==> config.mk <==
export PLATFORM = sky130hd
export DESIGN_NAME = fpu_wb_stage
export DESIGN_NICKNAME = d
export VERILOG_FILES = /design/src/rtl/fpu_wb_stage.sv
export SDC_FILE = /design/constraint.sdc
export NUM_CORES = 1
export LEC_CHECK = 0
export ABC_AREA = 1
export BUFFER_PORTS_ARGS = -buffer_cell sky130_fd_sc_hd__clkbuf_2
export CORE_MARGIN = 4
export CORE_UTILIZATION = 55
export DETAILED_ROUTE_END_ITERATION = 12
export HOLD_SLACK_MARGIN = 0.06
export PLACE_DENSITY = 0.83
export RECOVER_POWER = 50
export SLEW_MARGIN = 10
export SYNTH_ARGS = -nofsm -noshare
export SYNTH_HDL_FRONTEND = slang
export SYNTH_SLANG_ARGS = --single-unit
==> constraint.sdc <==
create_clock -name clk_i -period 7.7 [get_ports clk_i]
set_input_delay 1.54 -clock clk_i [delete_from_list [all_inputs] [get_ports clk_i]]
set_output_delay 1.54 -clock clk_i [all_outputs]
set_load 0.01 [all_outputs]
==> src/rtl/fpu_wb_stage.sv <==
// fpu_wb_stage: buffers FPU results with mapped fflags and commits them to writeback and the fflags register.
module fpu_wb_stage #(
   parameter int DEPTH  = 2,
   parameter int ADDR_W = 5
) (
   input  logic                     clk_i,
   input  logic                     rst_ni,
   input  logic                     in_valid_i,
   output logic                     in_ready_o,
   input  logic [31:0]              in_result_i,
   input  logic [7:0]               in_status_i,
   input  logic                     in_flags_en_i,
   input  logic                     in_is_div_i,
   input  logic [ADDR_W-1:0]        in_rd_addr_i,
   input  logic                     in_dest_fp_i,
   input  logic                     flush_i,
   output logic                     out_valid_o,
   input  logic                     out_ready_i,
   output logic [31:0]              out_result_o,
   output logic [ADDR_W-1:0]        out_rd_addr_o,
   output logic                     out_dest_fp_o,
   input  logic                     csr_we_i,
   input  logic [4:0]               csr_wdata_i,
   output logic [4:0]               fflags_o,
   output logic [$clog2(DEPTH):0]   count_o
);
   localparam int PW = $clog2(DEPTH);
   localparam int CW = PW + 1;
   logic [31:0]       res_mem [DEPTH];
   logic [ADDR_W-1:0] rd_mem  [DEPTH];
   logic              fp_mem  [DEPTH];
   logic [4:0]        flg_mem [DEPTH];
   logic [PW-1:0]     wptr, rptr;
   logic [CW-1:0]     cnt;
   logic [4:0]        fflags_q, flg_in, fflags_next;
   logic              push, pop, empty;
   always_comb begin
      empty         = (cnt == '0);
      in_ready_o    = (cnt != CW'(DEPTH));
      out_valid_o   = !empty;
      push          = in_valid_i && in_ready_o && !flush_i;
      pop           = out_valid_o && out_ready_i && !flush_i;
      // DW status -> {NV,DZ,OF,UF,NX}; UF only counts when the result is also inexact
      flg_in        = {in_status_i[2], in_status_i[7] & in_is_div_i, in_status_i[4],
                       in_status_i[3] & in_status_i[5], in_status_i[5]} & {5{in_flags_en_i}};
      fflags_next   = (csr_we_i ? csr_wdata_i : fflags_q) | (pop ? flg_mem[rptr] : 5'd0);
      out_result_o  = empty ? 32'd0 : res_mem[rptr];
      out_rd_addr_o = empty ? '0 : rd_mem[rptr];
      out_dest_fp_o = empty ? 1'b0 : fp_mem[rptr];
      fflags_o      = fflags_q;
      count_o       = cnt;
   end
   always_ff @(posedge clk_i) begin
      if (push) begin
         res_mem[wptr] <= in_result_i;
         rd_mem[wptr]  <= in_rd_addr_i;
         fp_mem[wptr]  <= in_dest_fp_i;
         flg_mem[wptr] <= flg_in;
      end
   end
   always_ff @(posedge clk_i or negedge rst_ni) begin
      if (!rst_ni) begin
         wptr     <= '0;
         rptr     <= '0;
         cnt      <= '0;
         fflags_q <= '0;
      end else begin
         wptr     <= flush_i ? '0 : push ? wptr + PW'(1) : wptr;
         rptr     <= flush_i ? '0 : pop ? rptr + PW'(1) : rptr;
         cnt      <= flush_i ? '0 : cnt + CW'(push) - CW'(pop);
         fflags_q <= fflags_next;
      end
   end
endmodule

### Yosys cells after proc, flatten, opt, wreduce, memory -nomap -nowiden

Memories as Yosys holds them, arrays and structs flattened.
Index checks and enable logic that the tools add are counted.

| storage, ports and cells | value |
|---|---|
| register bits after elaboration | 9 |
| RAM bits | 86 |
| bits of input ports | 59 |
| output and inout port bits | 47 |
| memories | 4 |

| operators by class | value |
|---|---|
| add/sub/neg operators | 4 |
| equality and inequality tests | 1 |
| mux-type cells | 12 |
| bitwise logic cells | 4 |
| reductions and logical operators | 9 |

Memories:

| memory | words | bits a word | read ports | clocked after memory_dff | write ports | line | RTL |
|---|---|---|---|---|---|---|---|
| res_mem | 2 | 32 | 1 | 0 | 1 | 29 | `logic [31:0] res_mem [DEPTH];` |
| flg_mem | 2 | 5 | 1 | 0 | 1 | 32 | `logic [4:0] flg_mem [DEPTH];` |
| rd_mem | 2 | 5 | 1 | 0 | 1 | 30 | `logic [ADDR_W-1:0] rd_mem [DEPTH];` |
| fp_mem | 2 | 1 | 1 | 0 | 1 | 31 | `logic fp_mem [DEPTH];` |

Operator list:

| kind | count |
|---|---|
| $mux 32 | 1 |
| $mux 5 | 3 |
| $mux 1 | 7 |
| $and 5x5->5 | 1 |
| $or 5x5->5 | 1 |
| $logic_and 1x1->1 | 4 |
| $reduce_bool 2->1 | 2 |
| $add 1x1->1 const B | 2 |
| $add 2x1->2 | 1 |
| $and 1x1->1 | 2 |
| $logic_not 1->1 | 2 |
| $logic_not 2->1 | 1 |
| $mux 2 | 1 |
| $ne 2x2->1 const B | 1 |
| $sub 2x1->2 | 1 |

### Longest topological paths before layout

| logic depth | value |
|---|---|
| word-level depth | 6 |
| mapped depth | 11 |

### Least setup slack after synthesis

No wires, ideal clock.

| path | value |
|---|---|
| kind | input to register |
| from | input port flush_i |
| to | memory flg_mem[1][0], enable pin |
| library setup time | 0.443 ns |
| arrival time | 3.463 ns |
| data required time | 7.257 ns |
| slack | 3.793 ns |
| cell stages on the path | 3 |
| path buffers | 0 |
| path through | inv_1 nand2_1 nor2_1 |

| between the ends | value |
|---|---|
| cells in the longest elaborated chain, start to end | 4 |

RTL lines:

| what | line | RTL |
|---|---|---|
| start, declared | 16 | `input logic flush_i,` |
| $logic_not 1->1 | 41 | `push = in_valid_i && in_ready_o && !flush_i;` |
| $logic_and 1x1->1 | 41 |  |
| $mux 1 | 54 | `if (push) begin` |
| $mux 1 (not written as such) | 58 | `flg_mem[wptr] <= flg_in;` |
| end, declared | 32 |  |

Every way passes these cells.

### Worst setup path after layout

| path | value |
|---|---|
| from | input port flush_i |
| to | memory res_mem[1][11], enable pin |

| between the ends | value |
|---|---|
| cells in the longest elaborated chain, start to end | 4 |

RTL lines:

| what | line | RTL |
|---|---|---|
| $logic_not 1->1 | 41 |  |
| $logic_and 1x1->1 | 41 |  |
| $mux 1 | 54 |  |
| $mux 1 (not written as such) | 55 | `res_mem[wptr] <= in_result_i;` |
| end, declared | 29 |  |

Every way passes these cells.

==> qor.txt <==
status: finished with violations
violated checks: capacitance limit, slew limit
compound-cell area share of the yosys netlist: 8.16%
nets@finish: 465
slowest cell delay on critical path: 1.68 ns
CTS Buf Count: 9
Synth Net Count: 364
WL/cell: 14.4 um
number of core rows: 30
Post-Syn Instances: 303
Final Slew Violations: 44
vias in the first global route: 2602
Die H: 91.5 um
Hold EP: fflags_o[4]$_DFF_PN0_
Min-Delay Path Class: register to register
Post-DRT Antenna Nets: 0
Via Count: 2517
cell area after synthesis: 0.00383 mm2
Placement Cell Area: 0.00438 mm2
number of port buffers: 102
critical path class: input port to register
Top-Level Pins: 106
mux contribution to synthesized area: 0%
Slew headroom: -58.6%
WP data arrival: 3.90 ns
most frequent CP cell: clkbuf_1
Synth Area per Inst: 12.7 um2
drt first pass iters: 4
fin area: 0.00451 mm2
Post-CTS Hold Fix Bufs: 0
Warnings, synthesis: 0
Setup violations, final: 0
clk_skew: 0.00569 ns
pin count of the biggest net entering global routing: 46
DR iter-0 viols: 145
Hold Crit Start: fflags_o[4]$_DFF_PN0_
Reg2Reg Capture Point: res_mem[1][11]$_DFFE_PP_
register bit total from synthesis: 95
Slowest cell on crit path: clkbuf_1
Clock Sinks: 95
main combinational cell family by area after synthesis: simple AND/OR/NAND/NOR gates
f_max: 251 MHz
Post-CTS Resized: 0
Setup Total Neg Slack: 0 ns
Synth Area in Adders: 0.653%
critical path endpoint category: register
Vias/cell: 4.99
P_leak: 1.79 nW
DP HPWL: 4610 um
simple-gate portion of the synthesized area: 13.3%
post-synth top area share: 67.4%
Tot GR Track Use: 18.3%
min Tclk post-route: 3.98 ns
final wirelength: 7280 um
first-pass GRT wire length: 12000 um
area leader, netlist: edfxtp_1
DIE AREA: 0.00837 mm2
ranking of synthesized cells by area: edfxtp_1 (67%), nand2_1 (11%), dfrtp_1 (5.9%)
ys flop type: edfxtp_1
Clock Latency Late Sink: 0.34 ns
sequential power share: 54.7%
top-count cell post-synth: nand2_1
die width: 91.5 um
area grow syn2layout: 17.6%
pre-CTS setup slack: 4.49 ns
Sw Ratio: 28.2%
Clock power frac: 27.4%
Starting Density: 56.4%
worst slew pin tran: 2.38 ns
Layout Utilization: 66.4%
initial antenna violation count: 0
GP Congestion: 0.794
root buffer cell: clkbuf_8
setup repair after global routing missed its margin: false
Antenna Cells: 0
reg2reg setup slack: 4.74 ns
final number of hold-violating endpoints: 0
total setup buffers inserted after CTS: 0
Commonest cells post-synth: nand2_1 (114), edfxtp_1 (86), a21oi_2 (20)
FF-to-FF Start: count_o[0]$_DFF_PN0_
CTS tree: yes
core footprint: 0.00679 mm2
internal cell power: 0.810 mW
worst-path fanout max: 43
required time worst endpoint: 7.62 ns
Filler cells: 530
DRC Markers: 0
Comb pwr share: 17.9%
asr flop ratio synth: 9.47%
critical path cell sequence: clkbuf_1, inv_1, nand2_1, nor2_4, clkbuf_1
crit path launch type: input port
layout cell share with drive strength beyond 1: 24.8%
Unique masters post-synth: 18
Post-synth EDFFs: 86
max capacitance violation total: 1
Psw: 0.318 mW
clk slew on worst S/H paths: 0.08 ns
gr ovfl total: 0
Final Power: 1.13 mW
H-tree depth: 3
Max Buffers Root-to-Sink: 2
post-synthesis sequential area ratio: 73.2%
reg2reg path depth: 5
Hold Path Depth: 2
P per Cell Area: 250 mW/mm2
final worst path period share: 51.7%
xor and xnor area share after synthesis: 0%
worst setup margin: 3.72 ns
VDD IR max: 0.156 mV
==> layer usage <==
metal / share of wire, % / track usage, % / vias to the layer above
met5: 0 / 0 / -
met4: 1.1 / 8.04 / 0
met2: 52 / 30.8 / 91
met1: 41 / 22.5 / 1186
li1: - / - / 1234
met3: 6.5 / 4.31 / 6
==> metrics by stage <==
stage / hold slack [ns] / instances
floorplan: 0.531 / 303
global placement: 0.490 / 489
detailed placement: 0.495 / 489
CTS: 0.517 / 504
global route: 0.547 / 504
finish: 0.508 / 504
==> kinds of logic (layout without fill, tap and decap cells) <==
kind of cell    after synthesis  count (layout)
simple gates                131             131
compound gates               45              45
flops                        95              95
fa+ha+maj                     2               2
buf+inv                      30             135
==> flip-flops by register name, indices dropped and copies added (netlist names) <==
signal,cells
res_mem,64
fflags_o,5
fp_mem,2
rd_mem,10
count_o,2
wptr,1
flg_mem,10
rptr,1
==> power groups by stage <==
stage	Combinational [mW]	Clock, mW	Sequential (mW)
global placement	0.204	0	0.626
floorplan	0.144	0	0.617
finish	0.202	0.309	0.617
detailed placement	0.209	0	0.628
global route	0.225	0.341	0.621
CTS	0.210	0.317	0.616
==> cell type report <==
type	instances	area, um2	area share (%)
clock buffers	9	124	2.75
flip-flops and latches	95	2810	62.3
inverters	16	65.1	1.44
repair buffers	104	468	10.4
well taps	96	120	2.66
multi-input cells	178	862	19.1
clock inverters	6	61.3	1.36
==> worst max-delay path: cells and delay by family <==
kind,cells,cell delay (ns)
buffers and inverters,3,2.03
and+or+nand+nor,2,0.29
==> how the worst max path moves through the flow <==
stage,slack (ns),from,end,cells after the start
2_1_floorplan,3.79,flush_i,flg_mem[1][0]$_DFFE_PP_,3
3_3_place_gp,4.51,flush_i,res_mem[0][19]$_DFFE_PP_,4
3_5_place_dp,4.49,flush_i,res_mem[0][20]$_DFFE_PP_,4
4_1_cts,4.11,rptr$_DFFE_PN0P_,out_result_o[12],4
5_1_grt,3.46,flush_i,fp_mem[1]$_DFFE_PP_,5
6_report,3.72,flush_i,res_mem[1][11]$_DFFE_PP_,5
==> cell usage in the layout, fill, tap and decap left out <==
master / instances
o21ai_0: 1
edfxtp_1: 86
clkinvlp_4: 1
nor2_1: 4
clkbuf_1: 44
inv_6: 2
inv_2: 1
buf_4: 1
ha_1: 2
nand3_1: 8
dfrtp_1: 8
nand4_1: 1
bufinv_16: 1
clkinv_2: 3
nand2_1: 114
nor2_2: 1
dfrtp_2: 1
a21boi_0: 5
inv_1: 14
nor2_4: 2
a21oi_1: 19
clkbuf_2: 59
and3_1: 1
clkbuf_8: 9
a21oi_2: 20
(Power assumes the default switching activity.)
